===== src/rtl/shell_init_sequencer.sv =====
// Shell bring-up sequencer: holds NUM_CH subsystems in reset, then releases them in index order.
// Define SHELL_SEQ_RETRY_EN to re-release a timed-out channel up to MAX_RETRY times before failing.
module shell_init_sequencer #(
  parameter int NUM_CH         = 4,
  parameter int HOLD_CYCLES    = 16,
  parameter int TIMEOUT_CYCLES = 65536,
  parameter int MAX_RETRY      = 3
) (
  input  logic                                           CLK,
  input  logic                                           rstn,
  input  logic [NUM_CH-1:0]                              ch_ready_i,
  output logic [NUM_CH-1:0]                              ch_rstn_o,
  output logic                                           all_ready_o,
  output logic                                           timeout_o,
  output logic [((NUM_CH > 1) ? $clog2(NUM_CH) : 1)-1:0] fail_ch_o,
  output logic [7:0]                                     restart_cnt_o
);
  localparam int CW = (NUM_CH > 1) ? $clog2(NUM_CH) : 1;
  localparam int HW = $clog2(HOLD_CYCLES + 1);
  localparam int TW = $clog2(TIMEOUT_CYCLES);
  localparam logic [CW-1:0] LAST_CH    = CW'(NUM_CH - 1);
  localparam logic [HW-1:0] HOLD_LAST  = HW'(HOLD_CYCLES);
  localparam logic [TW-1:0] TIMER_LAST = TW'(TIMEOUT_CYCLES - 1);

  // IDLE -> HOLD (all held) -> WAIT(idx) per channel -> DONE; FAIL is sticky until rstn
`ifdef SHELL_SEQ_RETRY_EN
  localparam int RW = (MAX_RETRY > 0) ? $clog2(MAX_RETRY + 1) : 1;
  localparam logic [RW-1:0] RETRY_MAX   = RW'(MAX_RETRY);
  localparam logic [HW-1:0] RHOLD_LAST  = HW'(HOLD_CYCLES - 1);
  typedef enum logic [2:0] {S_IDLE, S_HOLD, S_WAIT, S_DONE, S_FAIL, S_RETRY_HOLD} state_t;
  logic [RW-1:0] retry_q, retry_d;
`else
  typedef enum logic [2:0] {S_IDLE, S_HOLD, S_WAIT, S_DONE, S_FAIL} state_t;
`endif

  state_t              state_q, state_d;
  logic [CW-1:0]       idx_q, idx_d;
  logic [HW-1:0]       hold_q, hold_d;
  logic [TW-1:0]       timer_q, timer_d;
  logic [NUM_CH-1:0]   chr_q, chr_d;
  logic                all_q, all_d;
  logic                to_q, to_d;
  logic [CW-1:0]       fail_q, fail_d;
  logic [7:0]          rcnt_q, rcnt_d;
  logic [NUM_CH-1:0]   lower_mask;
  logic                lower_loss;
  logic                restart;
  logic                time_out;
  logic                go_fail;

  always_comb begin
    state_d    = state_q;
    idx_d      = idx_q;
    hold_d     = hold_q;
    timer_d    = timer_q;
    chr_d      = chr_q;
    all_d      = all_q;
    to_d       = to_q;
    fail_d     = fail_q;
    rcnt_d     = rcnt_q;
    restart    = 1'b0;
    time_out   = 1'b0;
    go_fail    = 1'b0;
`ifdef SHELL_SEQ_RETRY_EN
    retry_d    = retry_q;
`endif
    lower_mask = (NUM_CH'(1) << idx_q) - NUM_CH'(1);
    lower_loss = |(~ch_ready_i & lower_mask);

    case (state_q)
      S_IDLE: begin
        state_d = S_HOLD;
        hold_d  = '0;
        chr_d   = '0;
      end
      S_HOLD: begin
        chr_d = '0;
        if (hold_q == HOLD_LAST) begin
          state_d = S_WAIT;
          idx_d   = '0;
          chr_d   = NUM_CH'(1);
          timer_d = '0;
        end else begin
          hold_d = hold_q + 1'b1;
        end
      end
      S_WAIT: begin
        // loss of an already-ready channel outranks the current channel's ready/timeout
        if (lower_loss) begin
          restart = 1'b1;
        end else if (ch_ready_i[idx_q]) begin
`ifdef SHELL_SEQ_RETRY_EN
          retry_d = '0;
`endif
          if (idx_q == LAST_CH) begin
            state_d = S_DONE;
            all_d   = 1'b1;
          end else begin
            idx_d                 = idx_q + 1'b1;
            chr_d[idx_q + 1'b1]   = 1'b1;
            timer_d               = '0;
          end
        end else if (timer_q == TIMER_LAST) begin
          time_out = 1'b1;
        end else begin
          timer_d = timer_q + 1'b1;
        end
      end
      S_DONE: begin
        if (!(&ch_ready_i)) restart = 1'b1;
      end
      S_FAIL: begin
        state_d = S_FAIL;
      end
`ifdef SHELL_SEQ_RETRY_EN
      S_RETRY_HOLD: begin
        if (lower_loss) begin
          restart = 1'b1;
        end else if (hold_q == RHOLD_LAST) begin
          state_d      = S_WAIT;
          chr_d[idx_q] = 1'b1;
          timer_d      = '0;
        end else begin
          hold_d = hold_q + 1'b1;
        end
      end
`endif
      default: state_d = S_IDLE;
    endcase

    if (time_out) begin
`ifdef SHELL_SEQ_RETRY_EN
      if (retry_q == RETRY_MAX) begin
        go_fail = 1'b1;
      end else begin
        retry_d      = retry_q + 1'b1;
        state_d      = S_RETRY_HOLD;
        hold_d       = '0;
        chr_d[idx_q] = 1'b0;
      end
`else
      go_fail = 1'b1;
`endif
    end

    if (go_fail) begin
      state_d = S_FAIL;
      to_d    = 1'b1;
      fail_d  = idx_q;
      chr_d   = '0;
      all_d   = 1'b0;
    end

    if (restart) begin
      state_d = S_HOLD;
      hold_d  = '0;
      chr_d   = '0;
      all_d   = 1'b0;
      if (rcnt_q != 8'hFF) rcnt_d = rcnt_q + 8'd1;
`ifdef SHELL_SEQ_RETRY_EN
      retry_d = '0;
`endif
    end
  end

  always_ff @(posedge CLK) begin
    if (!rstn) begin
      state_q <= S_IDLE;
      idx_q   <= '0;
      hold_q  <= '0;
      timer_q <= '0;
      chr_q   <= '0;
      all_q   <= 1'b0;
      to_q    <= 1'b0;
      fail_q  <= '0;
      rcnt_q  <= '0;
`ifdef SHELL_SEQ_RETRY_EN
      retry_q <= '0;
`endif
    end else begin
      state_q <= state_d;
      idx_q   <= idx_d;
      hold_q  <= hold_d;
      timer_q <= timer_d;
      chr_q   <= chr_d;
      all_q   <= all_d;
      to_q    <= to_d;
      fail_q  <= fail_d;
      rcnt_q  <= rcnt_d;
`ifdef SHELL_SEQ_RETRY_EN
      retry_q <= retry_d;
`endif
    end
  end

  assign ch_rstn_o     = chr_q;
  assign all_ready_o   = all_q;
  assign timeout_o     = to_q;
  assign fail_ch_o     = fail_q;
  assign restart_cnt_o = rcnt_q;

endmodule


===== config.mk =====
export PLATFORM = sky130hd
export DESIGN_NAME = shell_init_sequencer
export DESIGN_NICKNAME = d
export VERILOG_FILES = /design/src/rtl/shell_init_sequencer.sv
export SDC_FILE = /design/constraint.sdc
export NUM_CORES = 1
export LEC_CHECK = 0
export ABC_AREA = 1
export CAP_MARGIN = 20
export CORE_UTILIZATION = 35
export DETAILED_ROUTE_END_ITERATION = 10
export GPL_ROUTABILITY_DRIVEN = 1
export SYNTH_ARGS = -nofsm -noshare
export SYNTH_HDL_FRONTEND = slang
export SYNTH_SLANG_ARGS = --single-unit

===== constraint.sdc =====
create_clock -name CLK -period 2.76 [get_ports CLK]
set_input_delay 0.552 -clock CLK [delete_from_list [all_inputs] [get_ports CLK]]
set_output_delay 0.552 -clock CLK [all_outputs]
set_load 0.03 [all_outputs]

# [Word level (Yosys, flattened, before mapping)]
# Cells that the tools add are included.
[totals] inputBits=6 register_bits=42 word_cells=107
[op_classes] reduce_logical=18 add_sub_neg=5 magnitude_cmp=3 mux=37 eq_ne=26 bitwise=6 n_shift=1
[op_table] operator="16-bit two-way mux" count=5
[op_table] operator="16-bit case mux with 2 select lines" count=1
[op_table] operator="5-bit AND reduction" count=5
[op_table] operator="3-bit != test (second input constant)" count=7
[op_table] operator="16-bit by 1-bit adder with 16-bit output (second input constant)" count=1
[op_table] operator="16-bit equality test (second input constant)" count=1
[op_table] operator="4-bit != test (second input constant)" count=4
[op_table] operator="3-bit two-way mux" count=5
[op_table] operator="3-bit case mux with 5 select lines" count=1
[op_table] operator="2-bit != test (second input constant)" count=7
[op_table] operator="4-bit two-way mux" count=3
[op_table] operator="4-bit case mux with 3 select lines" count=1
[op_table] operator="4-bit AND reduction" count=3
[op_table] operator="1-bit two-way mux" count=11
[op_table] operator="5-bit case mux with 2 select lines" count=1
[op_table] operator="8-bit by 1-bit adder with 8-bit output (second input constant)" count=1
[op_table] operator="2-bit two-way mux" count=4
[op_table] operator="8-bit != test (second input constant)" count=1
[op_table] operator="3-bit by 2-bit equality test with 1-bit output (second input constant)" count=2
[op_table] operator="2-bit by 3-bit less-than comparator with 1-bit output (second input constant)" count=2
[op_table] operator="5-bit by 1-bit adder with 5-bit output (second input constant)" count=1
[op_table] operator="5-bit equality test (second input constant)" count=1
[op_table] operator="5-bit two-way mux" count=1
[op_table] operator="4-bit bitwise AND" count=1
[op_table] operator="22 further kinds" count=26

# [Depth between registers and ports, before layout]
[logic_depth] ltp_word=10 depth_mapped=14

# [Worst setup path after synthesis]
# OpenSTA, ideal clock, no wires.
[synth_timing] path_type="reg-to-reg" from="register idx_q[0]" to="register rcnt_q[6], in the netlist restart_cnt_o[6]" path_stages_with_launch=13 slack_ns=0.993 setup_time_ns=0.073 arrival_ns=1.693 required_time_ns=2.687 synth_period_minus_slack_ns=1.767 n_path_buf=1 cell_sequence="dfxtp_1 -> inv_2 -> ha_1 -> inv_1 -> nand2_1 -> nand3_1 -> nand3_1 -> nand2_4 -> nand2_1 -> buf_4 -> nand2_4 -> nor2_1 -> nor3_2"
[synth_via] elab_chain_cells=7
[synth_lines] element="from (decl)" line="37" source="logic [CW-1:0] idx_q, idx_d;"
[synth_lines] element="from (signal assigned)" line="182" source="idx_q <= idx_d;"
[synth_lines] element="1-bit by 2-bit left shift with 4-bit output" line="67" source="lower_mask = (NUM_CH'(1) << idx_q) - NUM_CH'(1);"
[synth_lines] element="4-bit by 2-bit subtractor with 4-bit output" line="67"
[synth_lines] element="4-bit bitwise AND" line="68" source="lower_loss = |(~ch_ready_i & lower_mask);"
[synth_lines] element="4-bit OR reduction" line="68"
[synth_lines] element="1-bit two-way mux" line="89" source="if (lower_loss) begin"
[synth_lines] element="1-bit case mux with 2 select lines" line="70" source="case (state_q)"
[synth_lines] element="2-bit AND reduction (no line)"
[synth_lines] element="to (signal assigned)" line="189" source="rcnt_q <= rcnt_d;"
[synth_lines] element="to (decl)" line="44" source="logic [7:0] rcnt_q, rcnt_d;"
# Every way passes these cells.
# A chain may end at the register's enable or synchronous reset.

# [Worst setup path after layout]
[layout_timing] from="register idx_q[0]" to="register timer_q[9]"
[layout_via] elab_chain_cells=6
[layout_lines] element="1-bit by 2-bit left shift with 4-bit output" line="67"
[layout_lines] element="4-bit by 2-bit subtractor with 4-bit output" line="67"
[layout_lines] element="4-bit bitwise AND" line="68"
[layout_lines] element="4-bit OR reduction" line="68"
[layout_lines] element="2-bit != test (no line)"
[layout_lines] element="5-bit AND reduction (no line)"
[layout_lines] element="to (signal assigned)" line="184" source="timer_q <= timer_d;"
[layout_lines] element="to (decl)" line="39" source="logic [TW-1:0] timer_q, timer_d;"
# Several ways; a longest one is shown, not always the timed one. The select of a mux whose other input is x is not followed.

==> flow_summary.json <==
{
  "outcome": "completed",
  "cp-end-kind": "flip-flop",
  "antenna_found_initial": 0,
  "peakVddDrop_mv": 0.413,
  "grt_max_degree": 20,
  "place_inst": 531,
  "fp-row-count": 32,
  "postCtsResizedCells": 0,
  "nets": 453,
  "grt_usage": 0.159,
  "power_mw": 2.30,
  "htreeDepth": 2,
  "grt_pass1_wl_mm": 10.9,
  "num_io_pins": 22,
  "wl_mm": 6.12,
  "port_buffers": 21,
  "die_w_um": 91.5,
  "ys_seq_elements": 42,
  "synth-async-reset-ratio": 0,
  "required_ns": 3.00,
  "fin_crit_sh": 0.812,
  "cts_setup_buffers": 0,
  "drive_gt1_frac": 0.142,
  "drc": 0,
  "crit_buf_inv": 4,
  "insertion_delay_ns": 0.30,
  "die_h_um": 91.5,
  "antenna_left": 0,
  "finalHoldViolations": 0,
  "worstMarginPinSlew_ns": 0.476,
  "hold_ws_ns": 0.455,
  "viasPerCell": 4.77,
  "final-max-slew-violation-count": 0,
  "period_needed_ns": 2.24,
  "synth.distinct_cells": 34,
  "yosys-top-cells-area": "dfxtp_1, nand2_1, nand3_1, inv_1, nor2_1",
  "criticalPathCategory": "flip-flop to flip-flop",
  "hp-class": "flip-flop to flip-flop",
  "synthFlopType": "dfxtp_1",
  "clk_path_buf_depth": 2,
  "utilization": 0.416,
  "fmax_mhz": 446,
  "startpoint_type": "flip-flop",
  "maxCapViolations": 0,
  "slew_headroom": 0.682,
  "die_area_mm2": 0.00837,
  "static-leakage-power_nw": 1.24,
  "core_area_mm2": 0.00773,
  "num_antenna_cells": 0,
  "cts-root-buf": "clkbuf_8",
  "tns_ns": 0,
  "hold_buffers": 0,
  "yosys_warnings": 0,
  "syn2layout_area_growth_pct": 14.7,
  "setup_viol": 0,
  "rsz0062_at_grt": "false",
  "dp_hpwl_mm": 4.43,
  "initial_core_util": 0.363,
  "place_congestion": 0.864,
  "place_ws_ns": 0.407,
  "r2r_setup_slack_ns": 0.52,
  "cts_inserted_buffers": 5,
  "overflow": 0,
  "synth_top_area_cell": "dfxtp_1",
  "synth.top_cell.area_share": 0.300,
  "drt_iter0_markers": 118,
  "worst_slack_ns": 0.518,
  "postPlaceCellArea_mm2": 0.00310,
  "drtPass1Iterations": 5,
  "cts_tree": "yes",
  "syn_nets": 431,
  "ys_seq_area_frac": 0.300,
  "vias": 2572,
  "stdcell_area_mm2": 0.00321,
  "grt_pass1_vias": 2444,
  "path_clk_slew_ns": 0.08,
  "syn_area_mm2": 0.00280,
  "crit_path_max_fanout": 11,
  "clock-sinks": 42,
  "critPathSlowestCell": "dfxtp_1",
  "critPathTopFamily": "simple AND/OR/NAND/NOR gates",
  "timing.critical_path.mode_cell": "nand3_1",
  "max_stage_delay_ns": 0.54,
  "finClkSkew_ns": 0.00647,
  "crit_chain": "inv_2 > ha_1 > inv_1 > nand2_1 > nand3_1 > nand3_1 > nand2_4 > inv_2 > nor2_2 > nand3_1 > nand2_1 > inv_1 > nor2_1",
  "layout.cells.non_filler": 539,
  "synth_edf_count": 0,
  "syn_inst": 414,
  "worst-endpoint-arrival_ns": 2.48,
  "power.density_mw_per_mm2": 714,
  "wire_per_inst_um": 11.4,
  "syn_area_per_cell_um2": 6.77
}
kinds of logic (layout without fill, tap and decap cells):
family | Yosys count | in the layout | share of synthesized area
XOR/XNOR | 8 | 8 | 0.0250
flip-flops | 42 | 42 | 0.300
AO/OA/AOI/OAI | 47 | 47 | 0.0947
AND/OR/NAND/NOR | 238 | 238 | 0.431
buffers and inverters | 68 | 91 | 0.0996
adder cells (fa/ha/maj) | 11 | 11 | 0.0491
where the power goes:
group          leakage (nW)  switching, mW  total [mW]  internal [mW]
Combinational         0.846          0.733        1.05          0.318
Sequential            0.340         0.0807       0.748          0.667
Clock                0.0514          0.226       0.496          0.270
routing by layer:
layer  GRT usage  wire [um]  vias to the layer above  part of all wire
met5           0          0                        -                 0
met4      0.0688        156                        0             0.025
met3      0.0276        208                       12             0.034
met2       0.264       2730                       40              0.45
met1       0.201       3030                     1152              0.49
li1            -          -                     1368                 -
Yosys cell counts (2+ instances only):
cell type	number
a21oi_1	29
a21oi_2	2
buf_4	2
buf_6	2
clkbuf_1	3
clkinv_1	2
dfxtp_1	42
ha_1	11
inv_1	49
inv_2	8
nand2_1	92
nand2_2	8
nand2_4	6
nand3_1	46
nand3_2	6
nand3_4	2
nand4_1	8
nor2_1	40
nor2_2	10
nor2_4	7
nor3_1	8
nor3_2	2
o21ai_0	6
o21bai_1	7
xor2_1	7
worst reg2reg max path, stage by stage (launching register included):
cell and delay [ns]:
dfxtp_1 0.54, inv_2 0.16, ha_1 0.26, inv_1 0.06, nand2_1 0.04, nand3_1 0.08, nand3_1 0.15, nand2_4 0.15
inv_2 0.05, nor2_2 0.37, nand3_1 0.12, nand2_1 0.08, inv_1 0.03, nor2_1 0.07
area by class of cell:
cell class | instances | area [um2]
tap | 102 | 128
timing repair buffer | 24 | 233
fill | 784 | 4510
clock buffer | 6 | 72.6
sequential | 42 | 841
inverter | 59 | 221
multi-input combinational | 304 | 1680
clock inverter | 2 | 37.5
sequential cells by signal, summed over array words and instances, names as in the netlist:
signal and count:
hold_q 5, timer_q 16, idx_q 2, restart_cnt_o 8, ch_rstn_o 4, timeout_o 1
state_q 3, fail_ch_o 2, all_ready_o 1
worst paths after layout:
check                           depth (start not counted)                       from                   endpoint
worst min-delay path                                    2  fail_ch_o[1]$_SDFFE_PN0P_  fail_ch_o[1]$_SDFFE_PN0P_
worst max register to register                         13      idx_q[0]$_SDFFE_PN0P_    timer_q[9]$_SDFFE_PN0P_
worst max-delay path                                   13      idx_q[0]$_SDFFE_PN0P_    timer_q[9]$_SDFFE_PN0P_
worst min register to register                          2  fail_ch_o[1]$_SDFFE_PN0P_  fail_ch_o[1]$_SDFFE_PN0P_
placed cells by master (no fill, tap or decap), types with 2 or more instances in the layout:
| master | n |
|---|---|
| nand2_1 | 92 |
| inv_1 | 49 |
| nand3_1 | 46 |
| dfxtp_1 | 42 |
| nor2_1 | 40 |
| a21oi_1 | 29 |
| clkdlybuf4s50_1 | 21 |
| ha_1 | 11 |
| nor2_2 | 10 |
| inv_2 | 8 |
| nand2_2 | 8 |
| nor3_1 | 8 |
| nand4_1 | 8 |
| nor2_4 | 7 |
| xor2_1 | 7 |
| o21bai_1 | 7 |
| nand2_4 | 6 |
| nand3_2 | 6 |
| o21ai_0 | 6 |
| clkbuf_8 | 5 |
| buf_4 | 3 |
| nor3_2 | 2 |
| clkinv_1 | 2 |
| nand3_4 | 2 |
| a21oi_2 | 2 |
Note: power is estimated with default switching activity, not from simulation.
